### config.mk
export PLATFORM = sky130hd
export DESIGN_NAME = uart_rx_deser
export DESIGN_NICKNAME = d
export VERILOG_FILES = /design/src/rtl/uart_pkg.sv /design/src/rtl/byte_fifo.sv /design/src/rtl/uart_rx_deser.sv
export SDC_FILE = /design/constraint.sdc
export NUM_CORES = 1
export LEC_CHECK = 0
export BUFFER_PORTS_ARGS = -buffer_cell sky130_fd_sc_hd__buf_2
export CORE_MARGIN = 2
export CORE_UTILIZATION = 54
export CTS_CLUSTER_SIZE = 25
export DETAILED_ROUTE_END_ITERATION = 8
export HOLD_SLACK_MARGIN = 0.05
export MAX_ROUTING_LAYER = met4
export PLACE_DENSITY = 0.81
export SLEW_MARGIN = 5
export SYNTH_ARGS = -nofsm -noshare
export SYNTH_HDL_FRONTEND = slang
export SYNTH_SLANG_ARGS = --single-unit
### constraint.sdc
create_clock -name clk -period 2.2 [get_ports clk]
set_input_delay 0.33 -clock clk [delete_from_list [all_inputs] [get_ports clk]]
set_output_delay 0.33 -clock clk [all_outputs]
set_load 0.01 [all_outputs]
### src/rtl/uart_pkg.sv
// uart_pkg
//   Shared definitions for the UART receive path, the transmit core and the
//   packet mux: receive FSM state encoding, data width and the packet start byte.
package uart_pkg;

  localparam int         UART_DATA_BITS  = 8;
  localparam logic [7:0] UART_START_BYTE = 8'h5A;

  typedef enum logic [2:0] {
    IDLE  = 3'd0,
    START = 3'd1,
    DATA  = 3'd2,
    STOP  = 3'd3,
    BREAK = 3'd4
  } uart_rx_state_e;

endpackage

### src/rtl/byte_fifo.sv
// byte_fifo
//   Small synchronous first-word-fall-through FIFO. The head entry is always
//   presented on dout while the FIFO is non-empty.
// Ports
//   clk    in   single clock
//   rst_n  in   synchronous active-low reset; empties the FIFO
//   push   in   write request for din; ignored when full unless pop is accepted
//   din    in   WIDTH-bit write data
//   full   out  DEPTH entries stored
//   pop    in   read request; ignored when empty
//   dout   out  head entry (mem[rd_ptr])
//   empty  out  no entries stored
module byte_fifo #(
  parameter int WIDTH = 8,
  parameter int DEPTH = 4
) (
  input  logic             clk,
  input  logic             rst_n,
  input  logic             push,
  input  logic [WIDTH-1:0] din,
  output logic             full,
  input  logic             pop,
  output logic [WIDTH-1:0] dout,
  output logic             empty
);

  localparam int PW = $clog2(DEPTH);
  localparam int CW = $clog2(DEPTH + 1);

  logic [WIDTH-1:0] mem_q [DEPTH];
  logic [PW-1:0]    wr_ptr_q;
  logic [PW-1:0]    rd_ptr_q;
  logic [CW-1:0]    count_q;

  logic do_pop;
  logic do_push;

  assign empty   = (count_q == '0);
  assign full    = (count_q == CW'(DEPTH));
  assign do_pop  = pop && !empty;
  // A full FIFO still accepts a write when the head leaves in the same cycle;
  // the write lands in the slot being vacated.
  assign do_push = push && (!full || do_pop);
  assign dout    = mem_q[rd_ptr_q];

  always_ff @(posedge clk) begin
    if (!rst_n) begin
      wr_ptr_q <= '0;
      rd_ptr_q <= '0;
      count_q  <= '0;
    end else begin
      if (do_push) wr_ptr_q <= wr_ptr_q + PW'(1);
      if (do_pop)  rd_ptr_q <= rd_ptr_q + PW'(1);
      if (do_push && !do_pop) begin
        count_q <= count_q + CW'(1);
      end else if (do_pop && !do_push) begin
        count_q <= count_q - CW'(1);
      end
    end
  end

  // Storage is not reset; the count alone decides what is valid.
  always_ff @(posedge clk) begin
    if (do_push) mem_q[wr_ptr_q] <= din;
  end

endmodule

### src/rtl/uart_rx_deser.sv
// uart_rx_deser
//   Oversampling 8N1 UART receiver (LSB first) feeding a valid/ready byte
//   stream through a small output FIFO that absorbs bytes while the consumer
//   stalls.
// Ports
//   clk        in   single clock
//   rst_n      in   synchronous active-low reset; aborts any frame in progress
//   uart_rx    in   asynchronous serial line, idle high
//   rx_data    out  FIFO head byte, zero while rx_valid is low
//   rx_valid   out  FIFO non-empty
//   rx_ready   in   consumer accepts head when rx_valid && rx_ready
//   frame_err  out  1-cycle pulse when the stop bit is sampled low
//   overflow   out  1-cycle pulse when a good byte is dropped on a full FIFO
//   busy       out  receive FSM not idle
// CLKS_PER_BIT must be at least 8 so the half-bit start check is meaningful.
module uart_rx_deser
  import uart_pkg::*;
#(
  parameter int CLKS_PER_BIT = 434,
  parameter int FIFO_DEPTH   = 4
) (
  input  logic       clk,
  input  logic       rst_n,
  input  logic       uart_rx,
  output logic [7:0] rx_data,
  output logic       rx_valid,
  input  logic       rx_ready,
  output logic       frame_err,
  output logic       overflow,
  output logic       busy
);

  localparam int CNT_W = $clog2(CLKS_PER_BIT);
  localparam int IDX_W = $clog2(UART_DATA_BITS);

  localparam logic [CNT_W-1:0] HALF_M1 = CNT_W'(CLKS_PER_BIT / 2 - 1);
  localparam logic [CNT_W-1:0] FULL_M1 = CNT_W'(CLKS_PER_BIT - 1);
  localparam logic [IDX_W-1:0] LAST_IDX = IDX_W'(UART_DATA_BITS - 1);

  // Line synchronizer; reset to the idle level so reset never looks like a start bit.
  logic rx_meta_q;
  logic rxs_q;

  uart_rx_state_e              state_q, state_d;
  logic [CNT_W-1:0]            cnt_q, cnt_d;
  logic [IDX_W-1:0]            bit_idx_q, bit_idx_d;
  logic [UART_DATA_BITS-1:0]   shreg_q, shreg_d;
  logic                        frame_err_q, frame_err_d;
  logic                        overflow_q, overflow_d;
  logic                        push_req;

  logic       fifo_full;
  logic       fifo_empty;
  logic       fifo_pop;
  logic [7:0] fifo_dout;

  always_comb begin
    state_d     = state_q;
    cnt_d       = cnt_q;
    bit_idx_d   = bit_idx_q;
    shreg_d     = shreg_q;
    frame_err_d = 1'b0;
    push_req    = 1'b0;

    unique case (state_q)
      IDLE: begin
        if (!rxs_q) begin
          state_d = START;
          cnt_d   = '0;
        end
      end
      START: begin
        // Re-check the line half a bit in; a short low pulse is treated as noise.
        if (cnt_q == HALF_M1) begin
          cnt_d     = '0;
          bit_idx_d = '0;
          state_d   = rxs_q ? IDLE : DATA;
        end else begin
          cnt_d = cnt_q + CNT_W'(1);
        end
      end
      DATA: begin
        if (cnt_q == FULL_M1) begin
          cnt_d              = '0;
          shreg_d[bit_idx_q] = rxs_q;
          if (bit_idx_q == LAST_IDX) begin
            state_d = STOP;
          end else begin
            bit_idx_d = bit_idx_q + IDX_W'(1);
          end
        end else begin
          cnt_d = cnt_q + CNT_W'(1);
        end
      end
      STOP: begin
        if (cnt_q == FULL_M1) begin
          cnt_d = '0;
          if (rxs_q) begin
            push_req = 1'b1;
            state_d  = IDLE;
          end else begin
            frame_err_d = 1'b1;
            state_d     = BREAK;
          end
        end else begin
          cnt_d = cnt_q + CNT_W'(1);
        end
      end
      BREAK: begin
        // Hold here until the line is released so a long break reports once.
        if (rxs_q) state_d = IDLE;
      end
      default: begin
        state_d = IDLE;
      end
    endcase
  end

  assign fifo_pop   = rx_ready && !fifo_empty;
  assign overflow_d = push_req && fifo_full && !fifo_pop;

  always_ff @(posedge clk) begin
    if (!rst_n) begin
      rx_meta_q   <= 1'b1;
      rxs_q       <= 1'b1;
      state_q     <= IDLE;
      cnt_q       <= '0;
      bit_idx_q   <= '0;
      shreg_q     <= '0;
      frame_err_q <= 1'b0;
      overflow_q  <= 1'b0;
    end else begin
      rx_meta_q   <= uart_rx;
      rxs_q       <= rx_meta_q;
      state_q     <= state_d;
      cnt_q       <= cnt_d;
      bit_idx_q   <= bit_idx_d;
      shreg_q     <= shreg_d;
      frame_err_q <= frame_err_d;
      overflow_q  <= overflow_d;
    end
  end

  byte_fifo #(
    .WIDTH (8),
    .DEPTH (FIFO_DEPTH)
  ) u_fifo (
    .clk   (clk),
    .rst_n (rst_n),
    .push  (push_req),
    .din   (shreg_q),
    .full  (fifo_full),
    .pop   (fifo_pop),
    .dout  (fifo_dout),
    .empty (fifo_empty)
  );

  assign rx_valid  = !fifo_empty;
  assign rx_data   = fifo_empty ? 8'h00 : fifo_dout;
  assign frame_err = frame_err_q;
  assign overflow  = overflow_q;
  assign busy      = (state_q != IDLE);

endmodule
==> results.tsv, run 1 <==
metric	value	unit
worst setup path category	reg2reg	
fin crit share	98.6	%
Max-slew headroom	70.8	%
Crit. End Element	register	
largest net degree at the start of global routing	23	
share of cells above drive strength 1	28.8	%
r2r worst-path depth	11	
unrepaired setup endpoints after global routing	true	
fillers	410	
worst r2r dst	u_fifo.count_q[2]$_SDFFE_PN0P_	
DRT Pass-1 Iters	4	
Die H	79.6	um
Max Freq	461	MHz
Yosys reg bits	68	
initial antenna violation count	0	
vias in the first global route	2044	
placed insts	364	
port bufs	15	
Total Wirelength	5670	um
Final min period	2.17	ns
PwrDens	716	nW/um^2
pre-CTS WS	-0.0201	ns
Residual DRC	0	
Syn Area/Cell	11.7	sq um
Worst-Skew Late Latency	0.34	ns
die area	6330	sq um
setup TNS	0	ns
num rows	27	
Synth-to-Final Area Change	17.4	%
GRT Overall Usage	20.7	%
status	finished clean	
leakage	1.41	nW
final setup margin	0.0302	ns
Die Width	79.6	um
H-tree depth	3	
Reg2Reg Setup Slack	0.03	ns
fin cells	384	
CTS root buffer	clkbuf_8	
Netlist cell types	52	
Post-DP HPWL	3890	um
Starting Density	56.0	%
First DRT Iteration DRCs	123	
Synthesized Nets	278	
cells after synthesis	263	
FF-to-FF Start	cnt_q[1]$_SDFFE_PN0P_	
Worst EP required	2.48	ns
ys async rst share	0	%
clk_skew	0.00431	ns
max-cap violation count	0	
vias	2109	
Yosys warnings	0	
final hold viol count	0	
Setup violations, final	0	
Detail Route Antenna Nets	0	
sequential area share after synthesis	54.5	%
WHS Endpoint	rx_meta_q$_SDFF_PN1_	
CTS clk-pin slew, worst paths	0.07	ns
Worst EP arrival	2.45	ns
Net count, final	322	
CP Max Fanout	2	
hold depth	2	
Top-Level Pins	16	
fin. max-slew vios	0	
global-route wire length before repair	9530	um
Min-Delay Path Class	in2reg	
CTS Hold Bufs	0	
CORE AREA	5510	sq um
gr ovfl total	0	
Total Power	2.59	mW
mean routed wirelength per cell	14.8	um
RePlAce Congestion	0.786	
clk buf depth	2	
TritonCTS clock tree	done	
Worst Min Path Start	uart_rx	
clock sink count	68	
Peak VDD IR	0.422	mV
CTS Buf Count	9	
worst slew pin tran	0.439	ns
antenna cells	0	
Main synth FF type	dfxtp_1	
EDFF count, synth	32	
CP startpoint kind	register	
Via density	5.49	
mapped cell area	3090	sq um
-- cells in the mapped netlist, drive strengths merged (2+ instances only) --
cell type   n  area, sq um
nand2      30          113
nor2b       2         12.5
nand3b      3         22.5
and4b       2         20.0
and3        5         31.3
o22ai       8         50.1
or3         4         27.5
dfxtp      36          721
inv         6         22.5
o21ai       6         30.0
nor4        2         12.5
buf         8         56.3
o21a        2         15.0
o211ai      2         15.0
and2       11         68.8
mux4        8          180
nor3b       3         33.8
o31a        2         17.5
clkbuf      3         11.3
nand3       9         45.0
nor3        5         25.0
edfxtp     32          961
mux2i      12          120
ha         10          125
nand2b      4         25.0
a21oi      13         68.8
xor2        4         35.0
nor2       13         48.8
-- logic make-up (layout without fill, tap and decap cells) --
group           count (synthesis)  after routing  share of synthesized area [%]
xor+xnor                        5              5                           1.42
simple gates                  101            101                           18.1
flops                          68             68                           54.5
mux                            20             20                           9.73
buf+inv                        19             68                           3.32
compound gates                 39             39                           8.19
fa+ha+maj                      11             11                           4.70
-- worst max path at each step --
| stage | slack (ns) | to | start | cells past startpoint |
|---|---|---|---|---|
| CTS | 0.01 | u_fifo.count_q[2]$_SDFFE_PN0P_ | cnt_q[1]$_SDFFE_PN0P_ | 11 |
| global placement | 0.02 | u_fifo.count_q[2]$_SDFFE_PN0P_ | rx_ready | 10 |
| floorplan | 0.0003 | u_fifo.count_q[2]$_SDFFE_PN0P_ | cnt_q[1]$_SDFFE_PN0P_ | 11 |
| global route | -0.08 | u_fifo.count_q[2]$_SDFFE_PN0P_ | cnt_q[1]$_SDFFE_PN0P_ | 11 |
| finish | 0.03 | u_fifo.count_q[2]$_SDFFE_PN0P_ | cnt_q[1]$_SDFFE_PN0P_ | 11 |
| detailed placement | -0.02 | u_fifo.count_q[2]$_SDFFE_PN0P_ | cnt_q[1]$_SDFFE_PN0P_ | 11 |
-- final cells by class --
type | count | area (sq um) | area share [%]
clock buffer | 9 | 124 | 3.42
clock inverter | 7 | 75.1 | 2.07
inverter | 7 | 26.3 | 0.725
multi-input combinational | 176 | 1320 | 36.5
sequential | 68 | 1680 | 46.5
tap | 72 | 90.1 | 2.49
timing repair buffer | 45 | 300 | 8.29
-- report_power, final --
| group | internal [mW] | switching (mW) |
|---|---|---|
| Clock | 0.530 | 0.487 |
| Sequential | 1.33 | 0.0108 |
| Combinational | 0.115 | 0.119 |
| Total | 1.97 | 0.617 |
-- worst max-delay path, stage by stage, from the launching register on --
cell	delay [ns]
dfxtp_2	0.33
inv_2	0.05
ha_1	0.13
and4b_2	0.24
nand3_2	0.09
nor2_2	0.09
ha_2	0.19
inv_2	0.04
fa_2	0.34
xor2_1	0.15
or3_1	0.32
a21oi_2	0.13
-- placed cells by master, fill, tap and decap left out, types with 9 or more instances in the layout --
master and instances:
dfxtp_1 34, edfxtp_1 32, buf_4 30, nand2_1 29
buf_2 15, mux2i_1 12, nor2_1 12, and2_1 11
a21oi_1 11, ha_1 9, clkbuf_8 9
-- per-stage QoR --
step | cell area, sq um | hold WS (ns) | util, %
floorplan | 3100 | 0.386 | -
global placement | 3380 | 0.395 | 61.4
detailed placement | 3380 | 0.395 | 61.4
CTS | 3610 | 0.150 | 65.5
global route | 3620 | 0.176 | 65.8
finish | 3620 | 0.160 | 65.8
-- registers in the layout, summed over array words and instances (netlist names), 2 cells and up, named ones only --
signal           count
u_fifo.mem_q        32
cnt_q                9
shreg_q              8
bit_idx_q            3
state_q              3
u_fifo.count_q       3
u_fifo.rd_ptr_q      2
u_fifo.wr_ptr_q      2
-- metal layers --
metal  global-route usage (%)  share of wire (%)  up-vias  wire length, um
met1                     24.5                 43     1001             2430
met3                     5.77                5.6       10              319
li1                         -                  -     1050                -
met5                        -                  0        -                0
met4                     8.45                1.9        0              108
met2                     33.3                 50       48             2810
-- what timing repair did --
item / in CTS / in global routing
setup buffers: 3 / 1
cloned: 0 / 0
pin swaps: 5 / 1
endpoints found under the setup margin: 1 / 2
resized for setup: 2 / 3
No activity file was read; power rests on OpenSTA's default activity.
==> inputs of run 2 (changes only) <==
--- a/config.mk
+++ b/config.mk
@@ -11,9 +11,9 @@
 export CTS_CLUSTER_SIZE = 25
 export DETAILED_ROUTE_END_ITERATION = 8
 export HOLD_SLACK_MARGIN = 0.05
-export MAX_ROUTING_LAYER = met4
 export PLACE_DENSITY = 0.81
 export SLEW_MARGIN = 5
 export SYNTH_ARGS = -nofsm -noshare
 export SYNTH_HDL_FRONTEND = slang
+export SYNTH_HIERARCHICAL = 1
 export SYNTH_SLANG_ARGS = --single-unit
==> results.tsv, run 2 <==
metric	value	unit	change
pre-CTS WS	-0.111	ns	-0.0914 ns
H-tree depth	3		unchanged
initial antenna violation count	0		unchanged
worst r2r dst	u_fifo/count_q[2]$_SDFFE_PN0P_		
top-count cell post-synth	dfxtp_1		
DRT Pass-1 Iters	4		unchanged
Residual DRC	0		unchanged
violated checks	negative setup slack		
Worst EP arrival	2.63	ns	+0.18 ns
gr ovfl total	0		unchanged
Max Freq	423	MHz	-8.2%
RePlAce Congestion	0.815		+3.7%
Worst Min Path Start	uart_rx		
Finished Cell Area	3740	sq um	+3.2%
Final min period	2.36	ns	+0.194 ns
WHS Endpoint	rx_meta_q$_SDFF_PN1_		
Setup violations, final	1		+1
unrepaired setup endpoints after global routing	true		
Post-DP HPWL	4020	um	+3.4%
leakage	1.43	nW	+1.7%
Worst-Skew Late Latency	0.33	ns	about the same
CTS clk-pin slew, worst paths	0.07	ns	about the same
Top-Level Pins	16		unchanged
CTS Buf Count	9		unchanged
worst slew pin tran	0.582	ns	+0.143 ns
Yosys warnings	6		+6
area of the multi-input gates	1400	sq um	+5.5%
cells after synthesis	265		+0.76%
Max-slew headroom	61.2	%	-9.5 points
Netlist cell types	51		-1.9%
top cell type by total area after synthesis	edfxtp_1		
port bufs	15		unchanged
Regs by FF count	u_fifo/mem_q: 32 flops, cnt_q: 9 flops, shreg_q: 8 flops		
Min-Delay Path Class	in2reg		
final setup margin	-0.164	ns	-0.194 ns
hold depth	2		unchanged
Net count, final	323		+0.31%
Crit. End Element	register		
Via density	5.47		-0.45%
Area contributors post-synth	edfxtp_1, dfxtp_1, mux4_2, mux2i_1, ha_1		
clock sink count	68		unchanged
num rows	27		unchanged
mapped cell area	3140	sq um	+1.6%
vias	2105		-0.19%
worst setup path category	reg2reg		
First DRT Iteration DRCs	82		-33%
fin crit share	107	%	+8.8 points
final hold viol count	0		unchanged
Die H	80.2	um	+0.77%
Detail Route Antenna Nets	0		unchanged
Main synth FF type	dfxtp_1		
Yosys reg bits	68		unchanged
max FFs per register	32		unchanged
FF-to-FF Start	cnt_q[1]$_SDFFE_PN0P_		
PwrDens	697	nW/um^2	-2.7%
CP startpoint kind	register		
Peak VDD IR	0.419	mV	-0.78%
commonest non-fill, non-tap cell in the layout	dfxtp_1		
hold slack	0.182	ns	+0.0222 ns
largest net degree at the start of global routing	24		+4.3%
share of cells above drive strength 1	27.8	%	-1.1 points
fillers	416		+1.5%
commonest non-fill, non-tap cells in the layout	dfxtp_1, nand2_1, edfxtp_1, buf_4, buf_2		
clk buf depth	2		unchanged
die area	6430	sq um	+1.5%
mean routed wirelength per cell	15.1	um	+2.1%
EDFF count, synth	32		unchanged
Synth-to-Final Area Change	19.2	%	
clk_skew	0.00954	ns	+0.00523 ns
TritonCTS clock tree	done		
status	complete, but fails checks		
fin util	67.1	%	+1.3 points
CTS root buffer	clkbuf_8		
ys async rst share	0	%	unchanged
sequential area share after synthesis	53.6	%	-0.87 points
Worst EP required	2.46	ns	-0.02 ns
Reg2Reg Setup Slack	-0.16	ns	-0.19 ns
Starting Density	56.3	%	+0.22 points
max-cap violation count	0		unchanged
Total Wirelength	5810	um	+2.4%
FF+latch area	1680	sq um	unchanged
r2r worst-path depth	12		+1
fin. max-slew vios	0		unchanged
Total Power	2.60	mW	+0.46%
Synthesized Nets	280		+0.72%
Syn Area/Cell	11.8	sq um	+0.86%
CORE AREA	5570	sq um	+1.2%
CP Max Fanout	2		unchanged
Area after DPL	3450	sq um	+1.9%
CTS Hold Bufs	0		unchanged
Die Width	80.2	um	+0.77%
GRT Overall Usage	19.7	%	-0.93 points
global-route wire length before repair	9520	um	about the same
Synth top area share	30.6	%	-0.50 points
Post-synth top cells	dfxtp_1, nand2_1, edfxtp_1		
vias in the first global route	2066		+1.1%
antenna cells	0		unchanged
Top reg by flops	u_fifo/mem_q		
## run 2: cell count changes in the layout (fill, tap and decap cells not counted), sizes merged, moves of 3 or more
cell	delta
nor2b	+11
xor2	-3
nor2	-4
xnor2	+3
nand2	+3
a21oi	-11
and3	-5
nand3	-3
a21boi	+10
## run 2: cell families (layout without fill, tap and decap cells)
group | after synthesis | count (layout) | share of synthesized area (%)
compound gates | 38 | 38 | 9.42
xor+xnor | 5 | 5 | 1.40
fa+ha+maj | 11 | 11 | 4.63
buf+inv | 21 | 69 | 2.83
flops | 68 | 68 | 53.6
mux | 22 | 22 | 10.2
simple gates | 100 | 100 | 17.9
## run 2: layer usage
metal | track usage (%) | vias to the layer above | wire, um
met5 | 0 | - | 0
met2 | 35.7 | 31 | 3050
met1 | 22.4 | 1011 | 2490
met4 | 8.31 | 0 | 84
met3 | 4.16 | 9 | 177
li1 | - | 1054 | -
## run 2: worst max path at each step
stage,startpoint,end,slack (ns),cells after the start
after global routing,cnt_q[1]$_SDFFE_PN0P_,u_fifo/count_q[2]$_SDFFE_PN0P_,-0.24,12
after CTS,cnt_q[1]$_SDFFE_PN0P_,u_fifo/count_q[2]$_SDFFE_PN0P_,-0.11,12
after detailed placement,cnt_q[1]$_SDFFE_PN0P_,u_fifo/count_q[2]$_SDFFE_PN0P_,-0.11,12
after global placement,cnt_q[1]$_SDFFE_PN0P_,u_fifo/count_q[2]$_SDFFE_PN0P_,0.007,12
after floorplan,cnt_q[1]$_SDFFE_PN0P_,u_fifo/count_q[2]$_SDFFE_PN0P_,-0.12,12
final,cnt_q[1]$_SDFFE_PN0P_,u_fifo/count_q[2]$_SDFFE_PN0P_,-0.16,12
## run 2: timing repair
item,CTS,global route
endpoints found under the setup margin,1,2
pin swaps,1,0
gates resized for setup,1,3
setup buffers,2,3
## run 2: stage by stage
| stage | cells | setup TNS, ns |
|---|---|---|
| global placement | 364 | 0 |
| floorplan | 265 | -0.124 |
| CTS | 382 | -0.113 |
| finish | 385 | -0.164 |
| detailed placement | 364 | -0.111 |
| global route | 385 | -0.318 |
## run 2: power by group
group	internal, mW	switching (mW)	total [mW]
Sequential	1.32	0.00326	1.32
Clock	0.748	0.461	1.21
Combinational	0.0304	0.0450	0.0754
## run 2: final cells by class
class,count,share of cell area (%)
clock buffers,9,3.31
clock inverters,7,3.08
inverters,8,0.803
multi-input cells,176,37.3
flip-flops and latches,68,45.0
well taps,72,2.41
repair buffers,45,8.03
## run 2: worst max-delay path, cell delays in order (launching register included)
cell and delay [ns]:
dfxtp_2 0.33, inv_2 0.07, ha_4 0.12, and4b_1 0.23, nand2_2 0.08, nor2_2 0.10
a21boi_4 0.19, ha_2 0.22, inv_2 0.05, fa_2 0.33, xor2_1 0.15, or3_1 0.31
a21boi_1 0.13
